<file path="config.mk">
export PLATFORM = sky130hd
export DESIGN_NAME = util_avl2fifo_mc_flat
export DESIGN_NICKNAME = d
export VERILOG_FILES = /design/src/rtl/util_avl2fifo_mc_pkg.sv /design/src/rtl/util_avl2fifo_mc_if.sv /design/src/rtl/util_dly_line.sv /design/src/rtl/util_avl2fifo_mc.sv /design/src/flat_wrapper.sv
export SDC_FILE = /design/constraint.sdc
export NUM_CORES = 1
export LEC_CHECK = 0
export BUFFER_PORTS_ARGS = -buffer_cell sky130_fd_sc_hd__clkbuf_2
export CAP_MARGIN = 25
export CORE_MARGIN = 2
export CORE_UTILIZATION = 53
export CTS_CLUSTER_SIZE = 16
export DETAILED_ROUTE_END_ITERATION = 7
export PLACE_DENSITY = 0.79
export REMOVE_ABC_BUFFERS = 1
export SETUP_SLACK_MARGIN = 0.3
export SLEW_MARGIN = 20
export SYNTH_ARGS = -nofsm -noshare
export SYNTH_HDL_FRONTEND = slang
export SYNTH_SLANG_ARGS = --single-unit
</file>
<file path="constraint.sdc">
create_clock -name clk -period 10.03 [get_ports clk]
set_clock_uncertainty 0.1 [all_clocks]
set_input_delay 1.5045 -clock clk [delete_from_list [all_inputs] [get_ports clk]]
set_output_delay 1.5045 -clock clk [all_outputs]
set_load 0.02 [all_outputs]
</file>
<file path="src/rtl/util_avl2fifo_mc_pkg.sv">
// Shared types and sizing helpers for the Avalon-ST to FIFO-write adapter.
package util_avl2fifo_mc_pkg;

  // Alignment state machine: wait for sync, count down the sync delay, then release beats.
  typedef enum logic [1:0] {
    IDLE  = 2'd0,
    ALIGN = 2'd1,
    RUN   = 2'd2
  } state_e;

  // Width of the sync-delay down-counter (SYNC_DLY is 1..15).
  localparam int SYNC_CNT_W = 4;

  // Occupancy counter must hold 0..depth inclusive.
  function automatic int cnt_w(input int depth);
    return $clog2(depth + 1);
  endfunction

  // Ring pointers address 0..depth-1; keep at least one bit.
  function automatic int ptr_w(input int depth);
    return (depth > 1) ? $clog2(depth) : 1;
  endfunction

endpackage

</file>
<file path="src/rtl/util_avl2fifo_mc_if.sv">
// Bundle of the Avalon-ST input, FIFO-writer strobes and the write-side outputs.
interface util_avl2fifo_mc_if #(
  parameter int DATA_WIDTH = 64,
  parameter int NUM_LANES  = 4
);
  logic                  din_valid;
  logic [DATA_WIDTH-1:0] din_data;
  logic [NUM_LANES-1:0]  din_enable;
  logic                  din_ready;
  logic                  din_wr_en;
  logic                  din_wr_sync;
  logic                  dout_valid;
  logic [DATA_WIDTH-1:0] dout_data;
  logic [NUM_LANES-1:0]  dout_enable;
  logic                  dout_wr_ready;
  logic                  dout_wr_en;
  logic                  dout_aligned;
  logic                  underrun;

  // Source side: produces beats and writer strobes, observes the adapter outputs.
  modport master (
    output din_valid, din_data, din_enable, din_wr_en, din_wr_sync,
    input  din_ready, dout_valid, dout_data, dout_enable,
    input  dout_wr_ready, dout_wr_en, dout_aligned, underrun
  );

  // Adapter side.
  modport slave (
    input  din_valid, din_data, din_enable, din_wr_en, din_wr_sync,
    output din_ready, dout_valid, dout_data, dout_enable,
    output dout_wr_ready, dout_wr_en, dout_aligned, underrun
  );
endinterface

</file>
<file path="src/rtl/util_dly_line.sv">
// Zero-reset shift register; exposes one intermediate stage (TAP, 0 = input) and the last stage.
module util_dly_line #(
  parameter int WIDTH = 1,
  parameter int DEPTH = 1,
  parameter int TAP   = DEPTH
) (
  input  logic             clk,
  input  logic             rst,
  input  logic [WIDTH-1:0] din,
  output logic [WIDTH-1:0] tap,
  output logic [WIDTH-1:0] dout
);
  logic [DEPTH:1][WIDTH-1:0] stage_reg;

  // Advance every stage by one cycle; reset discards everything in flight.
  always_ff @(posedge clk or posedge rst) begin
    if (rst) begin
      stage_reg <= '0;
    end else begin
      stage_reg[1] <= din;
      for (int i = 2; i <= DEPTH; i++) begin
        stage_reg[i] <= stage_reg[i-1];
      end
    end
  end

  generate
    if (TAP == 0) begin : g_tap_in
      assign tap = din;
    end else begin : g_tap_stage
      assign tap = stage_reg[TAP];
    end
  endgenerate

  assign dout = stage_reg[DEPTH];
endmodule

</file>
<file path="src/rtl/util_avl2fifo_mc.sv">
// Avalon-ST to FIFO-write adapter: ring buffer released after write-sync, with
// write-enable/ready strobes delayed to match the downstream pipeline.
module util_avl2fifo_mc
  import util_avl2fifo_mc_pkg::*;
#(
  parameter int DATA_WIDTH = 64,
  parameter int NUM_LANES  = 4,
  parameter int DEPTH      = 4,
  parameter int SYNC_DLY   = 3,
  parameter int PIPE_DLY   = 6,
  parameter int READY_ADV  = 1
) (
  input logic              clk,
  input logic              rst,
  util_avl2fifo_mc_if.slave bus
);
  localparam int CNT_W = cnt_w(DEPTH);
  localparam int PTR_W = ptr_w(DEPTH);
  localparam int K     = PIPE_DLY - READY_ADV;
  localparam logic [SYNC_CNT_W-1:0] SYNC_LOAD = SYNC_CNT_W'(SYNC_DLY - 1);

  typedef struct packed {
    logic [DATA_WIDTH-1:0] data;
    logic [NUM_LANES-1:0]  enable;
  } beat_t;

  beat_t                 ring_reg [DEPTH];
  logic [PTR_W-1:0]      wr_ptr_reg, rd_ptr_reg;
  logic [CNT_W-1:0]      count_reg;
  state_e                state_reg, state_next;
  logic [SYNC_CNT_W-1:0] sync_cnt_reg, sync_cnt_next;
  logic                  underrun_reg;

  logic  sync_evt, run, ring_empty, ring_full, push, pop, full_at_pop;
  beat_t head;
  logic  v_k, v_k1, v_p, v_p1, f_k, f_p;

  function automatic logic [PTR_W-1:0] ptr_inc(input logic [PTR_W-1:0] p);
    return (p == PTR_W'(DEPTH - 1)) ? '0 : p + PTR_W'(1);
  endfunction

  assign sync_evt   = bus.din_wr_en & bus.din_wr_sync;
  assign run        = (state_reg == RUN);
  assign ring_empty = (count_reg == '0);
  assign ring_full  = (count_reg == CNT_W'(DEPTH));
  assign push       = bus.din_valid & ~ring_full;
  assign pop        = run & bus.din_wr_en & ~ring_empty;
  assign head       = ring_reg[rd_ptr_reg];

  // Write side of the ring: store accepted beats and advance the write pointer.
  always_ff @(posedge clk or posedge rst) begin
    if (rst) begin
      for (int i = 0; i < DEPTH; i++) ring_reg[i] <= '0;
      wr_ptr_reg <= '0;
    end else if (push) begin
      ring_reg[wr_ptr_reg] <= '{data: bus.din_data, enable: bus.din_enable};
      wr_ptr_reg           <= ptr_inc(wr_ptr_reg);
    end
  end

  // Read pointer and occupancy; simultaneous push and pop leave the count unchanged.
  always_ff @(posedge clk or posedge rst) begin
    if (rst) begin
      rd_ptr_reg <= '0;
      count_reg  <= '0;
    end else begin
      if (pop) rd_ptr_reg <= ptr_inc(rd_ptr_reg);
      if (push && !pop)      count_reg <= count_reg + CNT_W'(1);
      else if (pop && !push) count_reg <= count_reg - CNT_W'(1);
    end
  end

  // Alignment FSM state and sync-delay counter registers.
  always_ff @(posedge clk or posedge rst) begin
    if (rst) begin
      state_reg    <= IDLE;
      sync_cnt_reg <= '0;
    end else begin
      state_reg    <= state_next;
      sync_cnt_reg <= sync_cnt_next;
    end
  end

  // Next state: a sync always (re)starts alignment; ALIGN enters RUN when the count reaches zero.
  always_comb begin
    state_next    = state_reg;
    sync_cnt_next = sync_cnt_reg;
    case (state_reg)
      IDLE: begin
        if (sync_evt) begin
          state_next    = ALIGN;
          sync_cnt_next = SYNC_LOAD;
        end
      end
      ALIGN: begin
        if (sync_evt) begin
          sync_cnt_next = SYNC_LOAD;
        end else if (sync_cnt_reg <= SYNC_CNT_W'(1)) begin
          state_next    = RUN;
          sync_cnt_next = '0;
        end else begin
          sync_cnt_next = sync_cnt_reg - SYNC_CNT_W'(1);
        end
      end
      RUN: begin
        if (sync_evt) begin
          state_next    = ALIGN;
          sync_cnt_next = SYNC_LOAD;
        end
      end
      default: begin
        state_next    = IDLE;
        sync_cnt_next = '0;
      end
    endcase
  end

  // Sticky underrun: writer asked for a beat in RUN with nothing buffered; a sync clears it.
  always_ff @(posedge clk or posedge rst) begin
    if (rst) begin
      underrun_reg <= 1'b0;
    end else if (sync_evt) begin
      underrun_reg <= 1'b0;
    end else if (bus.din_wr_en && run && ring_empty) begin
      underrun_reg <= 1'b1;
    end
  end

  // Pop history: stages K..K+1 feed the early ready, stages PIPE_DLY..PIPE_DLY+1 the write enable.
  assign full_at_pop = pop & (&head.enable);

  util_dly_line #(.WIDTH(1), .DEPTH(K + 1), .TAP(K)) u_v_dly (
    .clk(clk), .rst(rst), .din(pop), .tap(v_k), .dout(v_k1)
  );

  generate
    if (READY_ADV == 0) begin : g_no_adv
      assign v_p  = v_k;
      assign v_p1 = v_k1;
    end else begin : g_adv
      util_dly_line #(.WIDTH(1), .DEPTH(READY_ADV), .TAP(READY_ADV - 1)) u_v_dly_late (
        .clk(clk), .rst(rst), .din(v_k1), .tap(v_p), .dout(v_p1)
      );
    end
  endgenerate

  // Full-lane flag of each pop; a partial beat takes the one-cycle-longer path.
  util_dly_line #(.WIDTH(1), .DEPTH(PIPE_DLY), .TAP(K)) u_f_dly (
    .clk(clk), .rst(rst), .din(full_at_pop), .tap(f_k), .dout(f_p)
  );

  assign bus.din_ready     = ~rst & ~ring_full;
  assign bus.dout_valid    = run & ~ring_empty;
  assign bus.dout_data     = (run & ~ring_empty) ? head.data : '0;
  assign bus.dout_enable   = (run & ~ring_empty) ? head.enable : '0;
  assign bus.dout_wr_en    = bus.din_wr_en & (f_p ? v_p : v_p1);
  assign bus.dout_wr_ready = f_k ? v_k : v_k1;
  assign bus.dout_aligned  = run;
  assign bus.underrun      = underrun_reg;
endmodule

</file>
<file path="src/flat_wrapper.sv">
// flat-port wrapper written by rule: the top's interface ports become plain ports
module util_avl2fifo_mc_flat import util_avl2fifo_mc_pkg::*;
#(
  parameter int DATA_WIDTH = 64,
  parameter int NUM_LANES  = 4,
  parameter int DEPTH      = 4,
  parameter int SYNC_DLY   = 3,
  parameter int PIPE_DLY   = 6,
  parameter int READY_ADV  = 1
)
  (clk, rst, bus_din_valid, bus_din_data, bus_din_enable, bus_din_wr_en, bus_din_wr_sync, bus_din_ready, bus_dout_valid, bus_dout_data, bus_dout_enable, bus_dout_wr_ready, bus_dout_wr_en, bus_dout_aligned, bus_underrun);
  util_avl2fifo_mc_if #(.DATA_WIDTH(DATA_WIDTH), .NUM_LANES(NUM_LANES)) bus_i ();
  input logic clk;
  input logic rst;
  input wire logic [$bits(bus_i.din_valid)-1:0] bus_din_valid;
  input wire logic [$bits(bus_i.din_data)-1:0] bus_din_data;
  input wire logic [$bits(bus_i.din_enable)-1:0] bus_din_enable;
  input wire logic [$bits(bus_i.din_wr_en)-1:0] bus_din_wr_en;
  input wire logic [$bits(bus_i.din_wr_sync)-1:0] bus_din_wr_sync;
  output wire logic [$bits(bus_i.din_ready)-1:0] bus_din_ready;
  output wire logic [$bits(bus_i.dout_valid)-1:0] bus_dout_valid;
  output wire logic [$bits(bus_i.dout_data)-1:0] bus_dout_data;
  output wire logic [$bits(bus_i.dout_enable)-1:0] bus_dout_enable;
  output wire logic [$bits(bus_i.dout_wr_ready)-1:0] bus_dout_wr_ready;
  output wire logic [$bits(bus_i.dout_wr_en)-1:0] bus_dout_wr_en;
  output wire logic [$bits(bus_i.dout_aligned)-1:0] bus_dout_aligned;
  output wire logic [$bits(bus_i.underrun)-1:0] bus_underrun;
  assign bus_i.din_valid = bus_din_valid;
  assign bus_i.din_data = bus_din_data;
  assign bus_i.din_enable = bus_din_enable;
  assign bus_i.din_wr_en = bus_din_wr_en;
  assign bus_i.din_wr_sync = bus_din_wr_sync;
  assign bus_din_ready = bus_i.din_ready;
  assign bus_dout_valid = bus_i.dout_valid;
  assign bus_dout_data = bus_i.dout_data;
  assign bus_dout_enable = bus_i.dout_enable;
  assign bus_dout_wr_ready = bus_i.dout_wr_ready;
  assign bus_dout_wr_en = bus_i.dout_wr_en;
  assign bus_dout_aligned = bus_i.dout_aligned;
  assign bus_underrun = bus_i.underrun;
  util_avl2fifo_mc #(.DATA_WIDTH(DATA_WIDTH), .NUM_LANES(NUM_LANES), .DEPTH(DEPTH), .SYNC_DLY(SYNC_DLY), .PIPE_DLY(PIPE_DLY), .READY_ADV(READY_ADV)) u_core (.clk(clk), .rst(rst), .bus(bus_i));
endmodule
</file>
=== After elaboration in Yosys (flattened, before gate mapping) ===
Index checks and enable logic that the tools add are counted.

* Register bits after elaboration: 299
* Bits of input ports: 73
* Word-level logic and storage cells: 95

* $add $sub $neg: 5
* Magnitude comparators: 4
* Equal/unequal tests: 8
* Mux-type cells: 24
* Bitwise gates (word level): 13
* Reductions and logical operators: 14

{| class="wikitable"
|+ Operators by type and width
! cell !! number
|-
| $bwmux W272 || 1
|-
| $mux W68 || 3
|-
| $bmux W68 S2 || 1
|-
| $demux W68 S2 || 1
|-
| $mux W64 || 1
|-
| $mux W4 || 4
|-
| $mux W2 || 5
|-
| $and A1 B1 Y1 || 8
|-
| $pmux W4 S2 || 1
|-
| $eq A2 B2 Y1 const B || 3
|-
| $ge A3 B3 Y1 const B || 2
|-
| $mux W3 || 2
|-
| $not A2 Y3 || 2
|-
| $logic_and A1 B1 Y1 || 5
|-
| $add A2 B1 Y2 const B || 2
|-
| $le A4 B1 Y1 const B || 1
|-
| $mux W1 || 4
|-
| $ne A2 B1 Y1 const B || 2
|-
| $pmux W2 S2 || 1
|-
| $reduce_and A4 Y1 || 1
|-
| $reduce_bool A2 Y1 || 2
|-
| $sub A4 B1 Y4 const B || 1
|-
| $add A3 B1 Y3 const B || 1
|-
| $eq A3 B3 Y1 const B || 1
|-
| other kinds (10) || 13
|}

=== Longest topological paths before layout ===
* Depth in word-level cells: 7
* Depth in mapped cells: 9
* Depth with buffers taken out: 9

=== Modules after synthesis ===
A second synthesis with hierarchy kept.

* Cells, all modules: 839
* Area, all modules: 13,650.6 um2

{| class="wikitable"
|+ By module, submodules not included
! module !! times used !! cells an instance !! area an instance (um2) !! seq. area each (um2)
|-
| util_avl2fifo_mc || 1 || 822 || 13,306.5 || 7,156.9
|-
| util_dly_line at u_core.u_f_dly ... || 2 || 7 || 153.9 || 150.1
|-
| util_dly_line at u_core.g_adv.u_v_dly_late || 1 || 3 || 36.3 || 25.0
|}

=== Least setup slack after synthesis ===
Ideal clock, no wire load.

* Path type: input to output
* Start point: in rst
* End point: out bus_din_ready
* Arrival: 1.844 ns
* Data required time: 8.426 ns
* Slack: 6.581 ns
* Stages: 1
* Buffers on the path: 0
* Cell sequence: a21oi_1

* Word-level cells in the longest chain between the ends: 2

{| class="wikitable"
|+ Ends and longest elaborated chain
! item !! RTL line !! text
|-
| start: declaration || flat_wrapper.sv:14 || <nowiki>input logic rst;</nowiki>
|-
| $not A1 Y1 || util_avl2fifo_mc.sv:152 || <nowiki>assign bus.din_ready = ~rst & ~ring_full;</nowiki>
|-
| $and A1 B1 Y1 || util_avl2fifo_mc.sv:152 ||
|-
| end: declaration || flat_wrapper.sv:20 || <nowiki>output wire logic [$bits(bus_i.din_ready)-1:0] bus_din_ready;</nowiki>
|}

No other way between the ends.

=== Worst setup path in the final report ===
* Start point: reg u_core.rd_ptr_reg[0]
* End point: out bus_dout_data[28]

* Word-level cells in the longest chain between the ends: 5

{| class="wikitable"
|+ Ends and longest elaborated chain
! item !! RTL line !! text
|-
| start: declaration || util_avl2fifo_mc.sv:28 || <nowiki>logic [PTR_W-1:0] wr_ptr_reg, rd_ptr_reg;</nowiki>
|-
| start signal: assignment || util_avl2fifo_mc.sv:67 || <nowiki>if (pop) rd_ptr_reg <= ptr_inc(rd_ptr_reg);</nowiki>
|-
| $not A2 Y3 (implied by the code) || util_avl2fifo_mc.sv:48 || <nowiki>assign head = ring_reg[rd_ptr_reg];</nowiki>
|-
| $bmux W68 S2 || util_avl2fifo_mc.sv:48 ||
|-
| $mux W68 (implied by the code) (2 in series) || util_avl2fifo_mc.sv:48 ||
|-
| $mux W64 || util_avl2fifo_mc.sv:154 || <nowiki>assign bus.dout_data = (run & ~ring_empty) ? head.data : '0;</nowiki>
|-
| end: declaration || flat_wrapper.sv:22 || <nowiki>output wire logic [$bits(bus_i.dout_data)-1:0] bus_dout_data;</nowiki>
|}

No other way between the ends. The select of a mux whose other input is x is not followed.

==> flow_summary_export.csv <==
group,metric,value,unit
status,status,"finished clean",
synthesis,synth_edf_count,0,
critical_path,worst-setup-path-type,"reg2out",
synthesis,netlist_instances,833,
layout,synthToLayoutAreaGrowth,14.35,%
critical_path,cp-start-kind,"flop",
global_route,grt_pass1_vias,7971,
route,drc,0,
layout,fillers,1889,
global_route,grt_max_degree,158,
synthesis,netlist_top_cells_area,"dfrtp_1, mux2_2, mux4_2",
global_route,grt_overflow,0,
sta,worstMarginPinSlew,1.009,ns
route,routed_wl,26930,um
synthesis,synth.distinct_cells,31,
pwr,ir_drop,0.1828,mV
clocking,clk_pin_slew,0.06,ns
clocking,clk_latency,0.54,ns
layout,nets,1051,
floorplanning,die_h,164.5,um
clocking,hold_buffers,0,
critical_path,crit_arrival,3.07,ns
placed_design,routabilityCongestion,0.7094,
sta,slew_violations,0,
route,vias,7448,
placed_design,portBuffers,146,
clocking,cts-root-buf,"clkbuf_16",
min_path,worstHoldStart,"u_core.u_v_dly.stage_reg[2]$_DFF_PP0_",
critical_path,required,8.43,ns
placed_design,pre_cts_ws,5.856,ns
global_route,grt_antenna_before_repair,2,
clocking,cts_buffer_depth,3,
floorplanning,start_util,54.08,%
global_route,grt_use_total,20.47,%
critical_path,rrSetupSlack,7.03,ns
route,wl_per_cell,20.34,um
clocking,cts_resized,0,
layout,largest_reg_flops,272,
run,drv_cap,0,
synthesis,ys.flop_type,"dfrtp_1",
placed_design,placed_area,14570,um2
clocking,cts_setup_buffers,0,
route,drtAntennaViolNets,0,
sta,rsz0062_at_grt,"no",
synthesis,synth_area,13660,um2
synthesis,ys_ff_latch,299,
synthesis,async_flop_share,100.0,%
sta,hold_viol_final,0,
clocking,htree_levels,1,
min_path,hold_depth,0,
critical_path,worstReg2RegEnd,"u_core.count_reg[2]$_DFFE_PP0P_",
sta,setup_viol,0,
critical_path,worstRegToRegCells,10,
floorplanning,dieArea,27070,um2
placed_design,dp_hpwl,15530,um
sta,whs,0.2480,ns
floorplanning,num_io_pins,147,
critical_path,end_kind,"primary output",
sta,setup_slack,5.359,ns
synthesis,ys_seq_area_share,54.79,%
critical_path,r2r-start,"u_core.count_reg[0]$_DFFE_PP0P_",
synthesis,yosys.area.top_type,"dfrtp_1",
route,drt_iter0_drc,390,
critical_path,worstPathMaxFanout,38,
layout,fin_area,15620,um2
route,firstDrtPassIters,4,
clocking,cts_sinks,299,
route,via_per_inst,5.625,
clocking,cts_tree,"built",
min_path,min_to,"u_core.u_v_dly.stage_reg[3]$_DFF_PP0_",
floorplanning,core,25250,um2
sta,maxSlewHeadroom,32.70,%
pwr,p_per_area,336.1,nW/um2
synthesis,postSynthAreaPerCell,16.39,um2
synthesis,ys_warn_count,0,
min_path,hold_path_class,"reg2reg",
sta,min_period,4.671,ns
sta,period_share,46.57,%
global_route,grt_pass1_wl,43670,um
pwr,leakage,7.253,nW
sta,setup-tns-final,0,ns
synthesis,synth_top_area_share,54.79,%
sta,fmax,214.1,MHz
layout,drive_above_1_share,55.65,%
floorplanning,die_w,164.5,um
clocking,numCtsBuffers,31,
floorplanning,rows,58,
area by class of cell:
type	count	area [um2]	area share, %
diodes	2	5.005	0.03205
clock buffers	46	862.1	5.520
clock inverters	10	150.1	0.9615
inverters	10	45.04	0.2884
multi-input cells	472	5821	37.27
flip-flops and latches	299	7490	47.96
well taps	330	412.9	2.644
repair buffers	155	830.8	5.320
Yosys cell counts, types with 5 or more instances:
cell        n
a21oi_1     5
and2_1     69
buf_2      31
buf_6      12
clkbuf_1    9
dfrtp_1   299
ha_1        8
inv_1      10
mux2_2    196
mux2_4     80
mux4_2     68
nor2_1     11
worst max-delay path by stage:
stage               cells past startpoint                        startpoint  slack, ns                              end
global route                            4  u_core.rd_ptr_reg[0]$_DFFE_PP0P_       5.15                bus_dout_data[28]
global placement                        4  u_core.rd_ptr_reg[0]$_DFFE_PP0P_       5.87                bus_dout_data[28]
finish                                  4  u_core.rd_ptr_reg[0]$_DFFE_PP0P_       5.36                bus_dout_data[28]
detailed placement                      4  u_core.rd_ptr_reg[0]$_DFFE_PP0P_       5.86                bus_dout_data[28]
floorplan                               1                               rst       0.16  u_core.bus.underrun$_DFFE_PP0P_
CTS                                     4  u_core.rd_ptr_reg[0]$_DFFE_PP0P_       5.26                bus_dout_data[28]
cells by family (layout without fill, tap and decap cells):
| logic type | Yosys count | in the layout | synth area share [%] |
|---|---|---|---|
| other cells | 0 | 2 | 0 |
| mux | 346 | 346 | 36.32 |
| xor+xnor | 3 | 3 | 0.1924 |
| fa+ha+maj | 9 | 9 | 0.8796 |
| simple gates | 100 | 100 | 4.443 |
| buf+inv | 62 | 221 | 2.648 |
| flops | 299 | 299 | 54.79 |
| compound gates | 14 | 14 | 0.7330 |
per-stage QoR:
step           total power, mW  util (%)  cells
5_1_grt                  5.564     61.82   1322
3_3_place_gp             4.049     57.70   1265
2_1_floorplan            3.699         -    781
6_report                 5.249     61.84   1324
3_5_place_dp             4.133     57.70   1265
4_1_cts                  5.303     61.71   1321
power breakdown:
group / total, mW / switching [mW] / internal (mW)
sequential: 2.17 / 0.360 / 1.81
combinational: 1.94 / 0.721 / 1.21
clock: 1.15 / 0.455 / 0.693
metal layers:
layer	wire length, um	vias up	track usage (%)
li1	-	3294	-
met1	12110	3967	29.22
met2	12830	150	32.71
met3	1607	35	4.646
met4	372	2	4.150
met5	12	-	0
cell usage in the layout, fill, tap and decap left out, types with 2 or more instances in the layout:
cell type	netlist	final
dfrtp_1	299	297
mux2_2	196	196
clkbuf_2	0	146
mux2_4	80	80
and2_1	69	69
mux4_2	68	68
clkbuf_16	0	31
clkbuf_1	9	12
nor2_1	11	10
inv_1	10	9
ha_1	8	8
buf_4	0	7
clkinv_2	0	6
a21oi_1	5	5
nand2_4	4	4
nand2_1	4	4
bufinv_16	0	4
nor3_1	3	3
o21ai_0	3	3
clkbuf_8	0	3
diode_2	0	2
nand2b_1	2	2
nand3_1	2	2
mux2i_1	2	2
nor2b_1	2	2
xor2_1	2	2
a2bb2oi_1	2	2
dfrtp_4	0	2
worst max-delay path, stage by stage, from the launching register on:
cell and delay, ns:
dfrtp_4 0.84, buf_4 0.71, mux4_2 0.60, and2_1 0.20, clkbuf_2 0.16
Power figures use the tool's default switching activity.
